File: src/rtl/ssram_port_arbiter.sv
// Round-robin arbiter sharing one Avalon-MM SSRAM slave between NW write and NR read ports.
// Accepted reads are tagged with their port so returning data is routed back in order.
module ssram_port_arbiter #(
   parameter int unsigned NW        = 3,
   parameter int unsigned NR        = 2,
   parameter int unsigned AW        = 32,
   parameter int unsigned DW        = 32,
   parameter int unsigned MAX_BURST = 16,
   parameter int unsigned TAG_DEPTH = 16
) (
   input  logic             clk,
   input  logic             rst,
   input  logic [NW-1:0]    wr_req,
   input  logic [NW*AW-1:0] wr_addr,
   input  logic [NW*DW-1:0] wr_data,
   output logic [NW-1:0]    wr_ready,
   input  logic [NR-1:0]    rd_req,
   input  logic [NR*AW-1:0] rd_addr,
   output logic [NR-1:0]    rd_ready,
   output logic [DW-1:0]    rd_data,
   output logic [NR-1:0]    rd_data_valid,
   output logic [AW-1:0]    av_address,
   output logic [DW-1:0]    av_writedata,
   output logic             av_write,
   output logic             av_read,
   input  logic             av_waitrequest,
   input  logic [DW-1:0]    av_readdata,
   input  logic             av_readdatavalid,
   output logic             rsp_err
);

   localparam int unsigned NS = NW + NR;
   localparam int unsigned SW = (NS > 1) ? $clog2(NS) : 1;
   localparam int unsigned TW = (NR > 1) ? $clog2(NR) : 1;
   localparam int unsigned PW = (TAG_DEPTH > 1) ? $clog2(TAG_DEPTH) : 1;
   localparam int unsigned CW = $clog2(TAG_DEPTH) + 1;
   localparam int unsigned BW = $clog2(MAX_BURST + 1);

   localparam logic [CW-1:0] TagFull   = CW'(TAG_DEPTH);
   localparam logic [BW-1:0] BurstLast = BW'(MAX_BURST - 1);
   localparam logic [PW-1:0] PtrLast   = PW'(TAG_DEPTH - 1);
   localparam logic [SW-1:0] SlotLast  = SW'(NS - 1);

   typedef enum logic [0:0] {StIdle, StGrant} state_e;

   state_e          state_q, state_d;
   logic [SW-1:0]   ptr_q, ptr_d;
   logic [SW-1:0]   gnt_q, gnt_d;
   logic [SW-1:0]   sel_idx;
   logic [BW-1:0]   burst_q, burst_d;
   logic [CW-1:0]   cnt_q, cnt_d;
   logic [PW-1:0]   wptr_q, rptr_q;
   logic [TW-1:0]   tag_mem [TAG_DEPTH];
   logic [TW-1:0]   push_tag;
   logic [NS-1:0]   elig;
   logic            sel_found;
   logic            tag_space;
   logic            accept;
   logic            push;
   logic            pop;
   logic [NR-1:0]   pop_onehot;
   logic [DW-1:0]   rd_data_q;
   logic [NR-1:0]   rd_data_valid_q;
   logic            rsp_err_q;

   assign tag_space = (cnt_q < TagFull);
   assign elig      = {rd_req & {NR{tag_space}}, wr_req};

   // First eligible slot at or above ptr, wrapping past the last slot.
   always_comb begin : rr_search
      int unsigned j;
      j         = 0;
      sel_found = 1'b0;
      sel_idx   = '0;
      for (int unsigned k = 0; k < NS; k++) begin
         j = k + ptr_q;
         if (j >= NS) begin
            j = j - NS;
         end
         if (!sel_found && elig[j[SW-1:0]]) begin
            sel_found = 1'b1;
            sel_idx   = j[SW-1:0];
         end
      end
   end

   always_comb begin : av_mux
      av_write     = 1'b0;
      av_read      = 1'b0;
      av_address   = '0;
      av_writedata = '0;
      push_tag     = '0;
      if (state_q == StGrant) begin
         for (int unsigned i = 0; i < NW; i++) begin
            if (gnt_q == SW'(i)) begin
               av_write     = wr_req[i];
               av_address   = wr_addr[i*AW +: AW];
               av_writedata = wr_data[i*DW +: DW];
            end
         end
         for (int unsigned i = 0; i < NR; i++) begin
            if (gnt_q == SW'(NW + i)) begin
               av_read    = rd_req[i];
               av_address = rd_addr[i*AW +: AW];
               push_tag   = TW'(i);
            end
         end
      end
   end

   assign accept = (av_write | av_read) & ~av_waitrequest;
   assign push   = accept & av_read;
   // A return with nothing outstanding is not popped; it only flags rsp_err.
   assign pop    = av_readdatavalid & (cnt_q != '0);

   always_comb begin : ready_dec
      wr_ready = '0;
      rd_ready = '0;
      for (int unsigned i = 0; i < NW; i++) begin
         wr_ready[i] = accept & av_write & (gnt_q == SW'(i));
      end
      for (int unsigned i = 0; i < NR; i++) begin
         rd_ready[i] = accept & av_read & (gnt_q == SW'(NW + i));
      end
   end

   always_comb begin : tag_count
      cnt_d = cnt_q;
      if (push && !pop) begin
         cnt_d = cnt_q + CW'(1);
      end else if (!push && pop) begin
         cnt_d = cnt_q - CW'(1);
      end
   end

   always_comb begin : tag_route
      pop_onehot = '0;
      for (int unsigned i = 0; i < NR; i++) begin
         pop_onehot[i] = pop & (tag_mem[rptr_q] == TW'(i));
      end
   end

   always_comb begin : fsm_next
      state_d = state_q;
      gnt_d   = gnt_q;
      ptr_d   = ptr_q;
      burst_d = burst_q;
      case (state_q)
         StIdle: begin
            if (sel_found) begin
               gnt_d   = sel_idx;
               burst_d = '0;
               state_d = StGrant;
               ptr_d   = (sel_idx == SlotLast) ? '0 : sel_idx + SW'(1);
            end
         end
         StGrant: begin
            if (!(av_write || av_read)) begin
               state_d = StIdle;
            end else if (accept) begin
               burst_d = burst_q + BW'(1);
               if ((burst_q == BurstLast) || (av_read && (cnt_d == TagFull))) begin
                  state_d = StIdle;
               end
            end
         end
         default: state_d = StIdle;
      endcase
   end

   always_ff @(posedge clk) begin
      if (rst) begin
         state_q         <= StIdle;
         ptr_q           <= '0;
         gnt_q           <= '0;
         burst_q         <= '0;
         cnt_q           <= '0;
         wptr_q          <= '0;
         rptr_q          <= '0;
         rd_data_q       <= '0;
         rd_data_valid_q <= '0;
         rsp_err_q       <= 1'b0;
      end else begin
         state_q         <= state_d;
         ptr_q           <= ptr_d;
         gnt_q           <= gnt_d;
         burst_q         <= burst_d;
         cnt_q           <= cnt_d;
         rd_data_valid_q <= pop_onehot;
         if (push) begin
            wptr_q <= (wptr_q == PtrLast) ? '0 : wptr_q + PW'(1);
         end
         if (pop) begin
            rptr_q    <= (rptr_q == PtrLast) ? '0 : rptr_q + PW'(1);
            rd_data_q <= av_readdata;
         end
         if (av_readdatavalid && !pop) begin
            rsp_err_q <= 1'b1;
         end
      end
   end

   always_ff @(posedge clk) begin
      if (push) begin
         tag_mem[wptr_q] <= push_tag;
      end
   end

   assign rd_data       = rd_data_q;
   assign rd_data_valid = rd_data_valid_q;
   assign rsp_err       = rsp_err_q;

endmodule

File: config.mk
export PLATFORM = sky130hd
export DESIGN_NAME = ssram_port_arbiter
export DESIGN_NICKNAME = d
export VERILOG_FILES = /design/src/rtl/ssram_port_arbiter.sv
export SDC_FILE = /design/constraint.sdc
export NUM_CORES = 1
export LEC_CHECK = 0
export ABC_AREA = 1
export ABC_CLOCK_PERIOD_IN_PS = 3050
export CORE_AREA = 2 2 156 158
export DETAILED_ROUTE_END_ITERATION = 16
export DIE_AREA = 0 0 158 160
export HOLD_SLACK_MARGIN = 0.05
export PLACE_DENSITY_LB_ADDON = 0.05
export SLEW_MARGIN = 20
export SYNTH_ARGS = -nofsm -noshare
export SYNTH_HDL_FRONTEND = slang
export SYNTH_SLANG_ARGS = --single-unit
File: constraint.sdc
create_clock -name clk -period 3.05 [get_ports clk]
set_clock_uncertainty 0.1 [all_clocks]
set_input_delay 0.305 -clock clk [delete_from_list [all_inputs] [get_ports clk]]
set_output_delay 0.305 -clock clk [all_outputs]
set_load 0.005 [all_outputs]
==> results.md, run 1 <==
* Synth Flop Type: dfxtp_1
* Synth Warn # at 0
* Multi-input logic area at 4120 sq um
* Initial Utilization at a little over a quarter
* Synth area leaders: dfxtp_1, o21ai_0, nand2_1
* Layout cells sized above 1 at 10.4%
* Die area at 25300 sq um
* Syn avg cell area at 6.27 sq um
* DRT antenna net count at 0
* PwrDens at 801 nW/um^2
* Fin cells at ~1700
* Slew @ Worst Pin at 647 ps
* DRT iter0 DRCs at 477
* EDFF count, synth at 16
* Final GP Congestion at 0.908
* Power consumption at approximately 9 mW
* CP Capture Type: output port
* Reg2reg end: ptr_q[2]
* Met1 Usage GRT at 28.8%
* Routing usage on met2 at 40.6%
* Vert. Die Dim at 160 microns
* Most Crowded Layer GR: met2
* Vias at 8483
* Pre-CTS setup slack at -63.1 ps
* Num rows at 57
* Clk slew on worst S/H paths at 60 ps
* Crit start category: register
* Vias per cell at 4.87
* Chip Width at 158 microns
* Initial antenna violation count at 7
* HP Class: reg2reg
* RSZ-0062 raised after global routing: yes
* DRC at 0
* Hpwl dp at 25700 microns
* Slew HR at between 50% and 60%
* Post-synth top area cell: dfxtp_1
* Max-Cap Viols at 0
* CTS Root Buffer Type: clkbuf_16
* H-tree depth at 3
* Worst flop-to-flop path startpoint: ptr_q[0]
* Worst setup endpoint: av_address[19]
* Final setup TNS at 0 ps
* # fillers at around 2500
* Register area at 1770 sq um
* Vias in the first global route at ~8000
* Largest net degree at the start of global routing at 66
* Crit Path Class: reg2out
* Drt total wl at 32200 microns
* Path depth of the worst reg2reg path at 21
* Grt ovf at 0
* Hold Violations, Final at 0
* Latest clock arrival within the worst-skew pair at 340 ps
* Post-synthesis sequential area ratio at 28.2%
* Nets at about 1700
* Slew Viols, Final at 0
* Port Buf Inserts at 402
* Register bit total from synthesis at 80
* First-pass GRT wire length at ~46000 microns
* P&R area growth vs syn at 83.4%
* CP max FO at 16
* Gr usage total at 24.2%
* DR WL/cell at roughly 19 microns
* CTS Buf Count at 9
* Synthesized netlist net count at 1314
* Cell variety after synth at 43
* Maximum clock path buffer count at 2
* Post-synthesis async set-or-reset flop share at 0%
* Grt met3 use at 5.78%
* Status: complete, no violations
* P_leak at 4.44 nW
* Sink Count at 80
* Placed cell count at between 1500 and 2000
* Data required time of the worst path at 2640 ps
* CTS tree: done
* Reg2Reg Setup Slack at between 150 and 200 ps
* Min cycle time layout at 2960 ps
* Post-Syn Area at 6250 sq um
* Crit share post-route at 97.2%
* Synth top area share at 20.5%
* Final Util at 48.1%
* I/O Pins at 403
* FMAX at 0.337 GHz
* VDD IR max at 0.290 mV
* Synthesized instance count at 996
* Final WS setup at 86.0 ps
* CP Launch Point: gnt_q[0]
* Core area at between 20000 and 25000 sq um
* 1st-pass router iterations at 4
* Final setup violation count at 0
* CP arrival at 2560 ps
==> flip-flops by register name, summed over array words and instances, names as in the netlist, 3 cells and up, named ones only <==
name,count
wptr_q,4
rptr_q,4
burst_q,5
cnt_q,5
tag_mem,16
rd_data,32
ptr_q,3
gnt_q,3
==> through the flow <==
| stage | cell area [sq um] | hold WS, ps |
|---|---|---|
| final | 11500 | 360 |
| after global routing | 11500 | 393 |
| after CTS | 11200 | 363 |
| after detailed placement | 10900 | 351 |
| after global placement | 10900 | 344 |
| after floorplan | 6250 | 347 |
==> area by class of cell <==
class	instances	share of cell area, %
clock inverters	7	0.666
flip-flops and latches	80	15.4
diodes	7	0.153
well taps	324	3.54
inverters	78	2.58
clock buffers	9	1.97
multi-input cells	776	35.9
repair buffers	460	39.7
==> cell families after synthesis <==
family                   Yosys count  share of synthesized area (%)
AND/OR/NAND/NOR                  381                           25.5
AO/OA/AOI/OAI                    360                           31.0
buffers and inverters            140                           8.77
flip-flops                        80                           28.2
adder cells (fa/ha/maj)           21                           4.33
XOR/XNOR                          10                           1.52
multiplexers                       4                          0.641
==> worst min-delay path by stage <==
stage / startpoint / slack (ps) / cells past startpoint / endpoint
finish: rsp_err / 360 / 2 / rsp_err
global route: rsp_err / 390 / 2 / rsp_err
CTS: rsp_err / 360 / 2 / rsp_err
detailed placement: rsp_err / 350 / 2 / rsp_err
global placement: rsp_err / 340 / 2 / rsp_err
floorplan: rsp_err / 350 / 2 / rsp_err
==> critical path: stages (launching register included) <==
cell and delay [ps]:
dfxtp_2 380, inv_1 90, nor3_2 140, buf_6 190, buf_12 160, a22oi_1 70
o21ai_0 320, o21ai_0 140, o21ai_0 190, clkdlybuf4s50_1 540
==> report_power, final <==
group / total [mW] / internal [mW] / switching, mW
combinational: 6.48 / 2.98 / 3.50
clock: 1.10 / 0.642 / 0.458
sequential: 1.59 / 1.38 / 0.218
total: 9.18 / 5.00 / 4.18
==> synth_stat cells (2+ instances only) <==
master	number
buf_2	3
dfxtp_1	64
nand3_1	45
clkbuf_1	50
o211ai_1	5
o21ai_0	211
a22oi_1	32
inv_2	5
o21ai_1	9
xnor2_1	2
nor2_1	106
clkinv_1	2
xor2_1	7
ha_1	20
inv_1	71
nor2_2	2
nand4_1	15
nand2_1	190
nor3_1	7
mux2i_1	4
edfxtp_1	16
buf_1	6
a221oi_1	2
a211oi_1	2
o21ai_2	2
a21oi_1	90
nand2_2	11
buf_6	2
==> layer usage <==
| metal | part of all wire [%] | up-vias |
|---|---|---|
| li1 | - | 4220 |
| met1 | 40 | 3899 |
| met2 | 49 | 320 |
| met3 | 7.7 | 44 |
| met4 | 3.5 | 0 |
| met5 | 0 | - |
==> timing repair <==
| item | 4_1_cts | 5_1_grt |
|---|---|---|
| pin swaps | 0 | 17 |
| buffers inserted | 0 | 11 |
| gates resized for setup | 3 | 65 |
| hold buffers | 0 | 0 |
| endpoints found under the setup margin | 10 | 39 |
==> layout by cell type (no fill, tap or decap), types with 2 or more instances in the layout <==
cell type        count
nand3_2              6
a211oi_1             2
buf_6                3
nand2_2             21
a21oi_1             85
inv_2               10
xor2_1               6
edfxtp_1            16
a22oi_1             32
ha_4                 2
nor2_4               4
ha_1                16
mux2i_1              4
buf_12               5
nand4_1             15
nor3_2               2
nor3_1               6
dlymetal6s2s_1       3
o21ai_2              4
xor2_2               2
o21ai_1             15
diode_2              7
nor2_1             103
dfxtp_1             58
inv_1               65
nand3_1             39
o211ai_1             5
o21ai_0            202
clkbuf_16            9
clkdlybuf4s50_1    399
dfxtp_2              6
inv_6                2
ha_2                 2
a21oi_2              6
buf_4               49
a221oi_1             2
clkinv_1             3
nand2_1            179
Note: power is estimated with default switching activity, not from simulation.
==> run 2: changes to the inputs <==
--- a/config.mk
+++ b/config.mk
@@ -5,11 +5,11 @@
 export SDC_FILE = /design/constraint.sdc
 export NUM_CORES = 1
 export LEC_CHECK = 0
-export ABC_AREA = 1
 export ABC_CLOCK_PERIOD_IN_PS = 3050
-export CORE_AREA = 2 2 156 158
+export CELL_PAD_IN_SITES_DETAIL_PLACEMENT = 2
+export CELL_PAD_IN_SITES_GLOBAL_PLACEMENT = 2
+export CORE_UTILIZATION = 18
 export DETAILED_ROUTE_END_ITERATION = 16
-export DIE_AREA = 0 0 158 160
 export HOLD_SLACK_MARGIN = 0.05
 export PLACE_DENSITY_LB_ADDON = 0.05
 export SLEW_MARGIN = 20
==> run 2 against run 1 <==
- the flow now finishes with violations (setup timing)
- setup slack lost 370 ps
- critical endpoint is now ptr_q[2]
- largest power group unchanged
- critical path depth grew 6
- largest cell class unchanged
- sequential power shrank 9%
==> results.md, run 2 <==
* Top-count cell post-synth: nand2_1
* FMAX at around 0.30 GHz
* Pre-CTS setup slack at -433 ps
* Status: finished with violations
* Crit Path Class: reg2reg
* CP max FO at 6
* Most frequent cells in the layout: clkdlybuf4s50_1, buf_4, nand2_1
* DRC at 0
* EDFF count, synth at 16
* Fin cells at 1759
* Maximum clock path buffer count at 2
* 1st-pass router iterations at 4
* Failing checks: setup timing
* Path depth of the worst reg2reg path at 15
* Die area at ~38000 sq um
* Synth top area share at 19.1%
* RSZ-0062 raised after global routing: yes
* First-pass GRT wire length at 57800 microns
* Final setup violation count at 11
* Final WS setup at -284 ps
* Xor and xnor fraction of the mapped netlist area at 2.22%
* Slew Viols, Final at 0
* Synth area leaders: dfxtp_1, mux4_2, edfxtp_1
* Initial antenna violation count at 8
* CP Capture Type: register
* Final GP Congestion at roughly 0.85
* Synthesized netlist net count at 1150
* Vias at 8272
* Post-synthesis simple-gate area fraction at 24.1%
* # fillers at 4124
* CTS tree: done
* PwrDens at between 700 and 800 nW/um^2
* Gr usage total at 20.2%
* Layout cells sized above 1 at between 10% and 20%
* Combinational share of power at around three quarters
* Num rows at 70
* Vias in the first global route at 8917
* Slowest cell on crit path: or3_4
* Clk slew on worst S/H paths at roughly 60 ps
* Final hold slack at 315 ps
* Vias per cell at around 4.7
* Worst flop-to-flop path startpoint: ptr_q[0]
* CTS Root Buffer Type: clkbuf_16
* CTS Buf Count at 9
* Sw Ratio at 41.7%
* Mux cell area share after synthesis at 13.3%
* Clock power share at between 10% and 20%
* Worst-path cell chain: inv_4, ha_4, inv_2, fa_2, or3_4, and2_4, a32oi_4, o31a_1, nand3_2, o2111a_1, or2_4, ha_2, nor2_1, mux2i_1, a211oi_2
* DRT antenna net count at 0
* Cell-internal power at 5.52 mW
* Nets at 1599
* Hpwl dp at 32000 microns
* Post-synthesis async set-or-reset flop share at 0%
* WP buf/inv at 2
* Data required time of the worst path at ~3200 ps
* Synth Area in Compound Gates at 22.4%
* Post-Syn Area at 6710 sq um
* Initial Utilization at 18.3%
* HP Class: in2reg
* Synth top cells by count: nand2_1, nor2_1, dfxtp_1, clkbuf_1, a21oi_1
* Crit start category: register
* Power consumption at 9.47 mW
* I/O Pins at a little over 400
* CP Launch Point: ptr_q[0]
* Synth Warn # at 0
* Reg2Reg Setup Slack at -280 ps
* Slew HR at 55.1%
* Cell variety after synth at 77
* Synth Area in Adders at 4.03%
* Placed cell count at 1728
* Register bit total from synthesis at 80
* H-tree depth at 3
* Synthesized instance count at 832
* Syn avg cell area at ~8 sq um
* Slew @ Worst Pin at a little under 700 ps
* DRT iter0 DRCs at 234
* Latest clock arrival within the worst-skew pair at 350 ps
* Post-synthesis sequential area ratio at roughly a quarter
* CP peak stage delay at 420 ps
* Register share of total power at roughly 15%
* CP delay by family, top: simple AND/OR/NAND/NOR gates
* Crit share post-route at 109%
* Post-synth top area cell: dfxtp_1
* Max-Cap Viols at 0
* P_leak at 4.56 nW
* Port Buf Inserts at around 400
* Chip Width at 195 microns
* Vert. Die Dim at 195 microns
* Hold Violations, Final at 0
* CP arrival at 3510 ps
* Drt total wl at around 39000 microns
* Grt ovf at 0
* Hold Path Depth at 2
* Largest family of logic cells by synthesized area: simple AND/OR/NAND/NOR gates
* P&R area growth vs syn at 85.6%
* P_sw at around 3.9 mW
* Max FFs per register at 32
* Hold Crit Start: rst
* Sink Count at 80
* Core area at 36600 sq um
* Synth Flop Type: dfxtp_1
* VDD IR max at about 0.32 mV
* Hold Path Sink: cnt_q[4]
* DR WL/cell at 22.4 microns
* Most common cell after layout, fill and taps aside: clkdlybuf4s50_1
* Largest net degree at the start of global routing at 41
* Reg2reg end: ptr_q[2]
* Min cycle time layout at 3330 ps
[run 2: changes by cell type in the layout (fill, tap and decap cells not counted), moves of 21 or more]
cell / previous run / this run
a21oi_1: 85 / 51
a22oi_1: 32 / 0
a21boi_0: 1 / 32
buf_4: 49 / 105
o21ai_0: 202 / 39
nand2_2: 21 / 0
nand2b_1: 0 / 46
nor2_1: 103 / 73
nand2_1: 179 / 91
mux4_2: 0 / 37
o221ai_1: 0 / 32
[run 2: worst max path at each step]
stage	end	slack, ps	cells past startpoint
finish	ptr_q[2]	-280	15
detailed placement	ptr_q[2]	-430	16
global route	ptr_q[2]	-520	17
floorplan	ptr_q[2]	-390	18
CTS	ptr_q[2]	-270	15
global placement	ptr_q[2]	-240	16
[run 2: power by group through the flow]
| stage | Sequential [mW] | Combinational, mW | Clock, mW |
|---|---|---|---|
| 2_1_floorplan | 1.41 | 3.22 | 0 |
| 3_3_place_gp | 1.46 | 6.38 | 0 |
| 3_5_place_dp | 1.47 | 6.45 | 0 |
| 4_1_cts | 1.45 | 6.79 | 1.12 |
| 5_1_grt | 1.48 | 7.58 | 1.15 |
| 6_report | 1.44 | 6.96 | 1.07 |
[run 2: timing repair]
item | in CTS | in global routing
buffers inserted | 7 | 4
pin swaps | 12 | 2
gates resized for setup | 26 | 11
setup endpoints to repair | 13 | 12
hold buffers | 0 | 0
[run 2: per-stage QoR]
| step | area [sq um] | TNS, ps | util (%) |
|---|---|---|---|
| finish | 12400 | -1340 | 34.0 |
| global route | 12400 | -3310 | 34.0 |
| CTS | 12300 | -1020 | 33.7 |
| detailed placement | 11900 | -1930 | 32.5 |
| global placement | 11900 | -1140 | 32.5 |
| floorplan | 6780 | -1150 | - |
[run 2: cells by family (layout without fill, tap and decap cells)]
kind of cell	count (synthesis)	after routing
other cells	0	5
xor+xnor	17	17
flops	80	80
simple gates	325	325
compound gates	217	217
buf+inv	129	583
fa+ha+maj	21	21
mux	43	43
[run 2: cell type report]
| cell class | count | area [sq um] | share of cell area [%] |
|---|---|---|---|
| antenna | 5 | 12.5 | 0.101 |
| clock buffer | 10 | 229 | 1.84 |
| clock inverter | 6 | 57.6 | 0.462 |
| inverter | 54 | 205 | 1.65 |
| multi-input combinational | 623 | 4680 | 37.6 |
| sequential | 80 | 1770 | 14.2 |
| tap | 468 | 586 | 4.70 |
| timing repair buffer | 513 | 4910 | 39.4 |
[run 2: metal layers]
layer  track usage [%]  vias to the layer above  routed length, microns  part of all wire [%]
li1                  -                     3903                       -                     -
met1              22.4                     4080                   15400                    39
met2              37.7                      257                   20600                    52
met3              4.99                       30                    2530                   6.4
met4              5.83                        2                     829                   2.1
met5                 0                        -                      17                 0.043
==> run 3: changes to the inputs <==
--- a/config.mk
+++ b/config.mk
@@ -5,14 +5,16 @@
 export SDC_FILE = /design/constraint.sdc
 export NUM_CORES = 1
 export LEC_CHECK = 0
+export ABC_AREA = 1
 export ABC_CLOCK_PERIOD_IN_PS = 3050
 export CELL_PAD_IN_SITES_DETAIL_PLACEMENT = 2
 export CELL_PAD_IN_SITES_GLOBAL_PLACEMENT = 2
-export CORE_UTILIZATION = 18
+export CORE_UTILIZATION = 16
+export CTS_BUF_LIST = sky130_fd_sc_hd__clkbuf_4
 export DETAILED_ROUTE_END_ITERATION = 16
 export HOLD_SLACK_MARGIN = 0.05
 export PLACE_DENSITY_LB_ADDON = 0.05
-export SLEW_MARGIN = 20
+export SLEW_MARGIN = 30
 export SYNTH_ARGS = -nofsm -noshare
 export SYNTH_HDL_FRONTEND = slang
 export SYNTH_SLANG_ARGS = --single-unit
==> run 3 against run 2 <==
- the run still ends with setup timing left
- wire length up 2.0%
- total power up 7.5%
- global-route usage down 0.98 points
- non-clock buffer count down 17
- clock power down 37%
- maximum frequency up 9.0%
- core utilization down 2.3 points
- combinational power up 13%
- highest routed layer unchanged
==> results.md, run 3 (same netlist as run 1, synthesis figures left out) <==
* Drt total wl at between 40000 and 50000 microns
* PwrDens at 832 nW/um^2
* Max-Cap Viols at 0
* Most frequent cells in the layout: clkdlybuf4s50_1, o21ai_0, nand2_1
* Die area at 39800 sq um
* Maximum clock path buffer count at 2
* Final hold slack at 360 ps
* Status: finished with violations
* P&R area growth vs syn at 95.9%
* Clk slew on worst S/H paths at 150 ps
* Sink Count at 80
* CTS Root Buffer Type: clkbuf_4
* 1st-pass router iterations at 6
* Vias in the first global route at 9408
* Initial antenna violation count at 4
* Count of hold-fix buffers inserted at cts at 0
* Failing checks: setup timing
* Final setup violation count at 1
* VDD IR max at around 0.38 mV
* Vias at 8739
* Crit share post-route at 100%
* Vert. Die Dim at 200 microns
* Initial Utilization at 16.2%
* Gr usage total at 19.2%
* Final WS setup at -9.81 ps
* Min cycle time layout at 3060 ps
* HP Class: in2reg
* Largest net degree at the start of global routing at 66
* CTS Buf Count at 9
* Num rows at 72
* Vias per cell at 4.45
* Hold Violations, Final at 0
* Slew @ Worst Pin at 478 ps
* CP max FO at 4
* Nets at between 1500 and 2000
* H-tree depth at 3
* RSZ-0062 raised after global routing: yes
* Most common cell after layout, fill and taps aside: clkdlybuf4s50_1
* CP arrival at 3340 ps
* CP Capture Type: register
* P_leak at roughly 5.0 nW
* I/O Pins at 403
* DRT iter0 DRCs at 250
* Latest clock arrival within the worst-skew pair at 460 ps
* Layout cells sized above 1 at 15.0%
* Data required time of the worst path at 3330 ps
* Grt ovf at 0
* Final setup TNS at -9.81 ps
* Core area at 38600 sq um
* Slew Viols, Final at 0
* Slew HR at 68.1%
* First-pass GRT wire length at 57200 microns
* Chip Width at 200 microns
* FMAX at 0.327 GHz
* DRT antenna net count at 0
* Final GP Congestion at 0.805
* Power consumption at just over 10 mW
* Port Buf Inserts at 402
* Crit start category: register
* DRC at 0
* Final Util at 31.7%
* Max FFs per register at 32
* CTS tree: done
* Crit Path Class: reg2reg
* Hpwl dp at 31100 microns
* DR WL/cell at between 20 and 25 microns
==> run 3: cell types whose count changed in the layout (fill, tap and decap cells not counted), moves of 20 or more <==
cell | previous run | this run
nand2_1 | 91 | 166
o221ai_1 | 32 | 0
nor2_1 | 73 | 102
nand2b_1 | 46 | 0
nand2_2 | 0 | 21
o21ai_0 | 39 | 188
a21oi_1 | 51 | 85
clkdlybuf4s50_1 | 400 | 370
a22oi_1 | 0 | 32
mux4_2 | 37 | 0
buf_4 | 105 | 74
a21boi_0 | 32 | 1
o21ai_1 | 4 | 24
==> run 3: worst max-delay path, cell delays in order, from the launching register on <==
cell and delay (ps):
dfxtp_4 410, buf_6 100, ha_4 120, inv_4 40, fa_2 570, a21oi_2 40, a21oi_2 200, nand4_1 180
nand2_4 150, inv_4 60, o211ai_1 200, nand2_1 100, nand3_2 100, nand2_4 70, inv_2 80, ha_4 140
nand3_2 70, nand2_1 70, nand2_1 50, a21oi_1 130
==> run 3: what timing repair did <==
action | 4_1_cts | 5_1_grt
pin swaps | 9 | 44
setup buffers | 9 | 18
gates cloned | 3 | 1
setup endpoints to repair | 74 | 42
resized for setup | 65 | 128
hold endpoints to repair | 0 | 0
==> run 3: path summary, 6_finish.rpt <==
path,slack [ps],from,cells after the start,to
max,-10,ptr_q[1],19,ptr_q[2]
min,360,av_readdata[10],3,rd_data[10]
max reg2reg,-10,ptr_q[1],19,ptr_q[2]
min reg2reg,390,rsp_err,2,rsp_err
==> run 3: layout make-up <==
cell class,count,area [sq um]
Antenna cell,2,5.00
Clock buffer,10,75.1
Clock inverter,6,60.1
Fill cell,4614,26300
Inverter,78,313
Multi-Input combinational cell,776,4370
Sequential cell,80,1780
Tap cell,518,648
Timing Repair Buffer,496,4980
==> run 3: metal layers <==
| metal | GRT usage (%) | vias to the layer above | wire length (microns) |
|---|---|---|---|
| met3 | 6.36 | 15 | 3010 |
| met5 | 0 | - | 16 |
| met4 | 2.83 | 4 | 246 |
| li1 | - | 4284 | - |
| met1 | 21.6 | 4209 | 16200 |
| met2 | 35.4 | 227 | 20800 |
==> run 3: stage by stage <==
stage                     worst slack, ps  instances  area [sq um]
after floorplan                      63.6        996          6250
after global placement              -79.7       1917         11200
after detailed placement             -263       1917         11200
after CTS                           -50.7       1945         11600
after global routing                 -234       1965         12200
final                               -9.81       1966         12200
==> run 3: report_power, final <==
group,total [mW],switching (mW),internal [mW]
registers,1.61,0.235,1.38
clock network,0.673,0.416,0.257
logic,7.89,4.22,3.67
total,10.2,4.87,5.31
